[config.mk]
export PLATFORM = sky130hd
export DESIGN_NAME = cps2_out_timing_gen
export DESIGN_NICKNAME = d
export VERILOG_FILES = /design/src/rtl/cps2_out_timing_gen.sv
export SDC_FILE = /design/constraint.sdc
export NUM_CORES = 1
export LEC_CHECK = 0
export ABC_AREA = 1
export CAP_MARGIN = 20
export CELL_PAD_IN_SITES_DETAIL_PLACEMENT = 0
export CELL_PAD_IN_SITES_GLOBAL_PLACEMENT = 1
export CORE_MARGIN = 3
export CORE_UTILIZATION = 44
export CTS_BUF_LIST = sky130_fd_sc_hd__clkbuf_4
export DETAILED_ROUTE_END_ITERATION = 7
export PLACE_DENSITY_LB_ADDON = 0.1
export RECOVER_POWER = 100
export SETUP_SLACK_MARGIN = 0.3
export SYNTH_ARGS = -nofsm -noshare
export SYNTH_HDL_FRONTEND = slang
export SYNTH_SLANG_ARGS = --single-unit
[constraint.sdc]
create_clock -name PCLK_out -period 6.4 [get_ports PCLK_out]
set_input_delay 1.6 -clock PCLK_out [delete_from_list [all_inputs] [get_ports PCLK_out]]
set_output_delay 1.6 -clock PCLK_out [all_outputs]
set_load 0.01 [all_outputs]
[src/rtl/cps2_out_timing_gen.sv]
// cps2_out_timing_gen: output raster generator for the CPS2 AV path.
// Produces the raster counters, line-buffer read coordinates, replication
// counters, registered syncs/DE/border mask, and frame-locks the output
// raster to the source VSYNC.
module cps2_out_timing_gen #(
  parameter int unsigned H_TOTAL     = 1650,
  parameter int unsigned H_SYNCLEN   = 40,
  parameter int unsigned H_BACKPORCH = 220,
  parameter int unsigned H_ACTIVE    = 1280,
  parameter int unsigned V_TOTAL     = 750,
  parameter int unsigned V_SYNCLEN   = 5,
  parameter int unsigned V_BACKPORCH = 20,
  parameter int unsigned V_ACTIVE    = 720,
  parameter int unsigned H_MULT      = 3,
  parameter int unsigned V_MULT      = 3,
  parameter int unsigned V_LOCK_LINE = 10
) (
  input  logic        PCLK_out,
  input  logic        reset_n,
  input  logic        VSYNC_in,
  input  logic        lock_en,
  output logic [10:0] hcnt_ext,
  output logic [10:0] vcnt_ext,
  output logic [8:0]  hcnt_ext_lbuf,
  output logic [5:0]  vcnt_ext_lbuf,
  output logic [2:0]  hctr_ext,
  output logic [2:0]  vctr_ext,
  output logic        HSYNC_ext,
  output logic        VSYNC_ext,
  output logic        DE_ext,
  output logic        mask_enable_ext,
  output logic        locked
);

  localparam int unsigned SRC_H = 384;
  localparam int unsigned SRC_V = 224;
  localparam int unsigned NB    = 40;

  localparam int unsigned HA = H_SYNCLEN + H_BACKPORCH;
  localparam int unsigned VA = V_SYNCLEN + V_BACKPORCH;
  localparam int unsigned HI = HA + (H_ACTIVE - SRC_H * H_MULT) / 2;
  localparam int unsigned VI = VA + (V_ACTIVE - SRC_V * V_MULT) / 2;

  localparam logic [10:0] H_LAST  = 11'(H_TOTAL - 1);
  localparam logic [10:0] V_LAST  = 11'(V_TOTAL - 1);
  localparam logic [10:0] HSL     = 11'(H_SYNCLEN);
  localparam logic [10:0] VSL     = 11'(V_SYNCLEN);
  localparam logic [10:0] HA_L    = 11'(HA);
  localparam logic [10:0] HAE_L   = 11'(HA + H_ACTIVE);
  localparam logic [10:0] VA_L    = 11'(VA);
  localparam logic [10:0] VAE_L   = 11'(VA + V_ACTIVE);
  localparam logic [10:0] HI_L    = 11'(HI);
  localparam logic [10:0] HIE_L   = 11'(HI + SRC_H * H_MULT);
  localparam logic [10:0] VI_L    = 11'(VI);
  localparam logic [10:0] VIE_L   = 11'(VI + SRC_V * V_MULT);
  localparam logic [10:0] VLOCK_L = 11'(V_LOCK_LINE);
  localparam logic [2:0]  HM_LAST = 3'(H_MULT - 1);
  localparam logic [2:0]  VM_LAST = 3'(V_MULT - 1);
  localparam logic [5:0]  NB_LAST = 6'(NB - 1);

  logic        line_step;
  logic [10:0] hcnt_nxt;
  logic [10:0] vcnt_nat;
  logic [10:0] vcnt_nxt;
  logic        h_img_nxt;
  logic        v_img_nxt;
  logic [2:0]  hctr_nxt;
  logic [8:0]  hlbuf_nxt;
  logic [2:0]  vctr_nxt;
  logic [5:0]  vlbuf_nxt;
  logic        h_act;
  logic        v_act;
  logic        h_img;
  logic        v_img;
  logic        vs_sync1;
  logic        vs_sync2;
  logic        vs_hist;
  logic        vs_fall;
  logic        pending;

  // Next-state of the raster and replication counters; the replication
  // counters are computed from the next raster position so that they are
  // aligned with the registered hcnt/vcnt of the same cycle.
  always_comb begin
    line_step = (hcnt_ext == H_LAST);
    hcnt_nxt  = line_step ? '0 : hcnt_ext + 11'd1;
    vcnt_nat  = (vcnt_ext == V_LAST) ? '0 : vcnt_ext + 11'd1;
    vcnt_nxt  = vcnt_ext;
    if (line_step) begin
      vcnt_nxt = pending ? VLOCK_L : vcnt_nat;
    end

    h_img_nxt = (hcnt_nxt >= HI_L) && (hcnt_nxt < HIE_L);
    v_img_nxt = (vcnt_nxt >= VI_L) && (vcnt_nxt < VIE_L);

    hctr_nxt  = '0;
    hlbuf_nxt = '0;
    if (hcnt_nxt == HI_L) begin
      hctr_nxt  = '0;
      hlbuf_nxt = '0;
    end else if (h_img_nxt) begin
      if (hctr_ext == HM_LAST) begin
        hctr_nxt  = '0;
        hlbuf_nxt = hcnt_ext_lbuf + 9'd1;
      end else begin
        hctr_nxt  = hctr_ext + 3'd1;
        hlbuf_nxt = hcnt_ext_lbuf;
      end
    end

    vctr_nxt  = vctr_ext;
    vlbuf_nxt = vcnt_ext_lbuf;
    if (line_step) begin
      if (vcnt_nxt == VI_L) begin
        vctr_nxt  = '0;
        vlbuf_nxt = '0;
      end else if (v_img_nxt) begin
        if (vctr_ext == VM_LAST) begin
          vctr_nxt  = '0;
          vlbuf_nxt = (vcnt_ext_lbuf == NB_LAST) ? '0 : vcnt_ext_lbuf + 6'd1;
        end else begin
          vctr_nxt  = vctr_ext + 3'd1;
        end
      end else begin
        vctr_nxt  = '0;
        vlbuf_nxt = '0;
      end
    end

    h_act   = (hcnt_ext >= HA_L) && (hcnt_ext < HAE_L);
    v_act   = (vcnt_ext >= VA_L) && (vcnt_ext < VAE_L);
    h_img   = (hcnt_ext >= HI_L) && (hcnt_ext < HIE_L);
    v_img   = (vcnt_ext >= VI_L) && (vcnt_ext < VIE_L);
    vs_fall = vs_hist & ~vs_sync2;
  end

  // Raster and replication counter registers.
  always_ff @(posedge PCLK_out or negedge reset_n) begin
    if (!reset_n) begin
      hcnt_ext      <= '0;
      vcnt_ext      <= '0;
      hctr_ext      <= '0;
      vctr_ext      <= '0;
      hcnt_ext_lbuf <= '0;
      vcnt_ext_lbuf <= '0;
    end else begin
      hcnt_ext      <= hcnt_nxt;
      vcnt_ext      <= vcnt_nxt;
      hctr_ext      <= hctr_nxt;
      vctr_ext      <= vctr_nxt;
      hcnt_ext_lbuf <= hlbuf_nxt;
      vcnt_ext_lbuf <= vlbuf_nxt;
    end
  end

  // Syncs, DE and border mask lag the counters by one clock.
  always_ff @(posedge PCLK_out or negedge reset_n) begin
    if (!reset_n) begin
      HSYNC_ext       <= 1'b1;
      VSYNC_ext       <= 1'b1;
      DE_ext          <= 1'b0;
      mask_enable_ext <= 1'b0;
    end else begin
      HSYNC_ext       <= !(hcnt_ext < HSL);
      VSYNC_ext       <= !(vcnt_ext < VSL);
      DE_ext          <= h_act && v_act;
      mask_enable_ext <= h_act && v_act && !(h_img && v_img);
    end
  end

  // Source VSYNC synchroniser plus history stage for edge detection.
  always_ff @(posedge PCLK_out or negedge reset_n) begin
    if (!reset_n) begin
      vs_sync1 <= 1'b1;
      vs_sync2 <= 1'b1;
      vs_hist  <= 1'b1;
    end else begin
      vs_sync1 <= VSYNC_in;
      vs_sync2 <= vs_sync1;
      vs_hist  <= vs_sync2;
    end
  end

  // Lock request and status; an edge arriving on the line step itself is
  // carried into the next line instead of being lost when pending clears.
  always_ff @(posedge PCLK_out or negedge reset_n) begin
    if (!reset_n) begin
      pending <= 1'b0;
      locked  <= 1'b0;
    end else if (!lock_en) begin
      pending <= 1'b0;
      locked  <= 1'b0;
    end else begin
      if (line_step) begin
        pending <= vs_fall;
        if (pending) begin
          locked <= (vcnt_nat == VLOCK_L);
        end
      end else if (vs_fall) begin
        pending <= 1'b1;
      end
    end
  end

endmodule

; Word level (Yosys, flattened, before mapping)
; Index checks and enable logic that the tools add are counted.
[classes]
eq_ne = 13
n_reduce_logical = 14
bitwise_logic = 2
magnitude_cmp = 14
addsub = 6
muxes = 23
[op_table]
columns = cell, n
row1 = 2-to-1 mux 11 bit, 4
row2 = ">= comparator 11 x 9 -> 1 bit, second input constant", 3
row3 = "less-than comparator 11 x 10 -> 1 bit, second input constant", 3
row4 = "less-than comparator 11 bit, second input constant", 3
row5 = 2-to-1 mux 9 bit, 3
row6 = 2-to-1 mux 6 bit, 4
row7 = "adder 11 x 1 -> 11 bit, second input constant", 2
row8 = ">= comparator 11 x 6 -> 1 bit, second input constant", 2
row9 = 2-to-1 mux 3 bit, 6
row10 = "== test 11 x 10 -> 1 bit, second input constant", 1
row11 = "== test 11 bit, second input constant", 1
row12 = "== test 11 x 4 -> 1 bit, second input constant", 1
row13 = "== test 11 x 6 -> 1 bit, second input constant", 1
row14 = "== test 11 x 9 -> 1 bit, second input constant", 1
row15 = ">= comparator 11 x 5 -> 1 bit, second input constant", 1
row16 = "less-than comparator 11 x 3 -> 1 bit, second input constant", 1
row17 = "less-than comparator 11 x 6 -> 1 bit, second input constant", 1
row18 = "adder 9 x 1 -> 9 bit, second input constant", 1
row19 = logical AND 1 bit, 9
row20 = "inequality test 3 x 1 -> 1 bit, second input constant", 3
row21 = "adder 3 x 1 -> 3 bit, second input constant", 2
row22 = "adder 6 x 1 -> 6 bit, second input constant", 1
row23 = "== test 3 x 2 -> 1 bit, second input constant", 2
row24 = "== test 6 bit, second input constant", 1
row25 = other kinds (6), 15
[word_totals]
regBits = 52
output_inout_bits = 48

; Logic depth before layout (Yosys ltp)
[depth]
depth_word = 8
mapped_depth = 18
mapped_depth_nobuf = 18

; Worst setup path before layout
; No wires, ideal clock.
[synth_timing]
kind = reg-to-reg
from = reg vcnt_ext[0]
to = reg vcnt_ext_lbuf[1]
path_slack_ns = 4.191
period_less_slack_ns = 2.209
stages_incl_launch_ff = 16
n_path_buf = 0
setup_ns = 0.120
arrival_ns = 2.090
path_cell_list = dfrtp_1 > ha_1 > nand3_1 > inv_1 > nand2_1 > xor2_1 > nor2_1 > nor2_1 > nand2_1 > nor2_2 > nand2_1 > nor2_2 > nor2_4 > nand3_4 > nand2_4 > and3_1
[synth_between]
elab_chain_len = 8
word_cells_on_any_way = 13
[synth_lines]
columns = element, line_no
row1 = start: declaration, 23  ; output logic [10:0] vcnt_ext,
row2 = start signal: assignment, 148  ; vcnt_ext <= vcnt_nxt;
row3 = adder 11 x 1 -> 11 bit or == test 11 x 10 -> 1 bit (tied branches), 87  ; vcnt_nat = (vcnt_ext == V_LAST) ? '0 : vcnt_ext + 11'd1;
row4 = 2-to-1 mux 11 bit, 87
row5 = 2-to-1 mux 11 bit, 90  ; vcnt_nxt = pending ? VLOCK_L : vcnt_nat;
row6 = 2-to-1 mux 11 bit (*), 89  ; if (line_step) begin
row7 = >= comparator 11 x 6 -> 1 bit or less-than comparator 11 x 10 -> 1 bit (tied branches), 94  ; v_img_nxt = (vcnt_nxt >= VI_L) && (vcnt_nxt < VIE_L);
row8 = logical AND 1 bit, 94
row9 = inequality test 3 x 1 -> 1 bit (no source line) or 2-to-1 mux 6 bit (tied branches), -
row10 = AND reduction 2 bit (no source line) or 2-to-1 mux 6 bit (tied branches), -
row11 = end signal: assignment, 152  ; vcnt_ext_lbuf <= vlbuf_nxt;
row12 = end: declaration, 25  ; output logic [5:0] vcnt_ext_lbuf,
; Every way passes the cells marked *; elsewhere a longest branch is shown, timed or not.
; A chain may end at the register's enable or synchronous reset.

==> reports/metrics.cfg <==
[yosys]
yosysMostFrequentCell = nand2_1
netlist_instances = 489
post-synth-top-area-cell = dfrtp_1
yosysSeqAreaShare = 0.366
synth.area.top_cells = dfrtp_1 33%, nand2_1 11%, inv_1 7.7%, nor2_1 6.3%, nand3_1 5.7%
ys_warn_count = 0
netlist.area_leader.share = 0.329
yosysUniqueCellTypes = 44
syn-num-nets = 500
synth_area_per_cell_um2 = 7.30
yosys_register_bits = 52
synthFlopType = dfrtp_1
synth_edf_count = 0
ys_top_cells_by_count = 107 x nand2_1, 73 x inv_1, 60 x nor2_1
ys_async_sr_fraction = 1.00
netlist_area_um2 = 3570

[sta]
max_freq_mhz = 259
rsz0062_at_grt = false
tns_ps = 0
period_needed_ps = 3850
fin_skew_ps = 8.47
maxSlewViolCount = 53
worst_slew_pin_slew_ps = 2910
finalCritPeriodShare = 0.602
slew_headroom = -0.938
setup-violations-final = 0
hold_viol_final = 0

[power]
powerDensity_nw_per_um2 = 123
power_switching_w = 0.000128
pwr-share-comb = 0.019
pwr-share-clk = 0.322
seqPwrFrac = 0.658
power_w = 0.000504
switching_share = 0.253
peakVddDrop_uv = 68.0
p_leak_nw = 2.17
p_int_w = 0.000376

[drt]
first_pass_iters = 4
route.detailed.drc = 0
drt_iter0_drc = 177
routedWlPerCell_um = 13.6
routed-via-count = 3278
routed_wl_um = 8810
antenna_left = 0
viasPerCell = 5.07

[grt]
grt_max_degree = 53
overflow = 0
grt_usage = 0.200
antenna_found_initial = 0
grt_pass1_vias = 3168
grt_pass1_wl_um = 14700

[worst_hold_path]
hp-class = flop to flop

[placement]
place.gp.congestion = 0.855
portBuffers = 51
dp_hpwl_um = 6630

[clock_tree]
cts_buffers = 5
cts_hold_buf = 0
cts_buffer_depth = 2
cts.clk_slew.worst_paths_ps = 170
clock-sinks = 52
worstSkewPairLatency_ps = 380
cts_resized = 0
root_buffer = clkbuf_4
cts_tree = yes
htree_levels = 2
post_cts_buffers = 0

[floorplanning]
die_w_um = 96.1
core_um2 = 7810
start_util = 0.457
rows = 32
num_io_pins = 52
chipHeight_um = 96.1
die_area_um2 = 9230

[setup_path]
required_ps = 6300
cp-end-kind = asynchronous set/reset pin
cp-start-kind = input pin
worstPathBufferInverterCount = 2
crit_slowest_cell = clkbuf_1
cpLargestDelayFamily = buffers and inverters
crit_chain = buf_2 -> clkbuf_1
worstPathArrival_ps = 3750
critPathMaxFanout = 52
crit_type = input pin to asynchronous set/reset pin
max_stage_delay_ps = 2040

[finish]
fin_nets = 555
drive_gt1_frac = 0.0752
fillers = 820
antennaDiodeCount = 0
synthToLayoutAreaGrowth_pct = 15.0

[outcome]
status = complete, but fails checks
violations = capacitance limit, slew limit

[job]
cap_violations = 1

==> layout by cell type (no fill, tap or decap), drive strengths merged, types with 2 or more instances in the layout <==
cell	instances
a21oi	13
a31oi	3
and3	4
clkbuf	6
clkinv	2
clkinvlp	2
dfrtp	47
dfstp	5
dlygate4sd3	50
ha	7
inv	79
nand2	117
nand3	45
nand3b	2
nand4	22
nor2	77
nor3	17
nor4	4
o21ai	17
o21bai	2
or2	3
xnor2	6
xor2	9
==> registers in the layout, summed over array words and instances (netlist names), 3 cells and up <==
name and cells:
hcnt_ext 11, hcnt_ext_lbuf 9, hctr_ext 3, vcnt_ext 11, vcnt_ext_lbuf 6, vctr_ext 3
==> layout make-up <==
| cell class | instances | area (µm²) | area share |
|---|---|---|---|
| multi-input combinational | 353 | 1800 | 0.438 |
| sequential | 52 | 1310 | 0.318 |
| timing repair buffer | 52 | 509 | 0.124 |
| inverter | 80 | 300 | 0.0731 |
| tap | 102 | 128 | 0.0311 |
| clock buffer | 5 | 37.5 | 0.00914 |
| clock inverter | 3 | 23.8 | 0.00579 |
==> metrics by stage <==
| stage | area, µm² | setup slack [ps] | instances | util | hold slack, ps |
|---|---|---|---|---|---|
| 5_1_grt | 4110 | 2040 | 647 | 0.526 | 377 |
| 4_1_cts | 4230 | 3260 | 647 | 0.542 | 369 |
| 3_5_place_dp | 4170 | 3670 | 639 | 0.534 | 347 |
| 3_3_place_gp | 4170 | 3720 | 639 | 0.534 | 346 |
| 6_report | 4110 | 2550 | 647 | 0.526 | 368 |
| 2_1_floorplan | 3570 | 4190 | 489 | - | 345 |
==> final timing paths <==
| path | cells past startpoint | slack (ps) | start | endpoint |
|---|---|---|---|---|
| worst max-delay path | 2 | 2550 | reset_n | vcnt_ext[1] |
| worst min-delay path | 0 | 370 | vs_sync1 | vs_sync2 |
| worst max register to register | 13 | 2710 | hcnt_ext[0] | vcnt_ext_lbuf[1] |
| worst min register to register | 0 | 370 | vs_sync1 | vs_sync2 |
| max in group PCLK_out | 13 | 2710 | hcnt_ext[0] | vcnt_ext_lbuf[1] |
| min in group asynchronous | 2 | 2220 | reset_n | hcnt_ext[7] |
==> layer usage <==
layer | vias to the layer above | part of all wire | track usage
met5 | - | 0 | 0
met3 | 9 | 0.036 | 0.0289
met1 | 1523 | 0.51 | 0.285
li1 | 1681 | - | -
met2 | 65 | 0.45 | 0.314
met4 | 0 | 0.011 | 0.0581
==> power by group through the flow <==
stage               clock network [W]   logic (W)  registers (W)
finish                       0.000162  0.00000974       0.000332
global route                 0.000178   0.0000112       0.000332
CTS                          0.000169   0.0000110       0.000332
detailed placement                  0   0.0000109       0.000338
global placement                    0   0.0000109       0.000338
floorplan                           0  0.00000144       0.000338
==> kinds of logic (layout without fill, tap and decap cells) <==
group                      count (synthesis)  after routing  synth area share
and+or+nand+nor                          292            292             0.411
buffers and inverters                     84            140            0.0950
DFF                                       52             52             0.366
AOI/OAI and AO/OA                         39             39            0.0669
xor gates and xnor gates                  15             15            0.0368
adders and majority gates                  7              7            0.0245
Power figures use the tool's default switching activity.
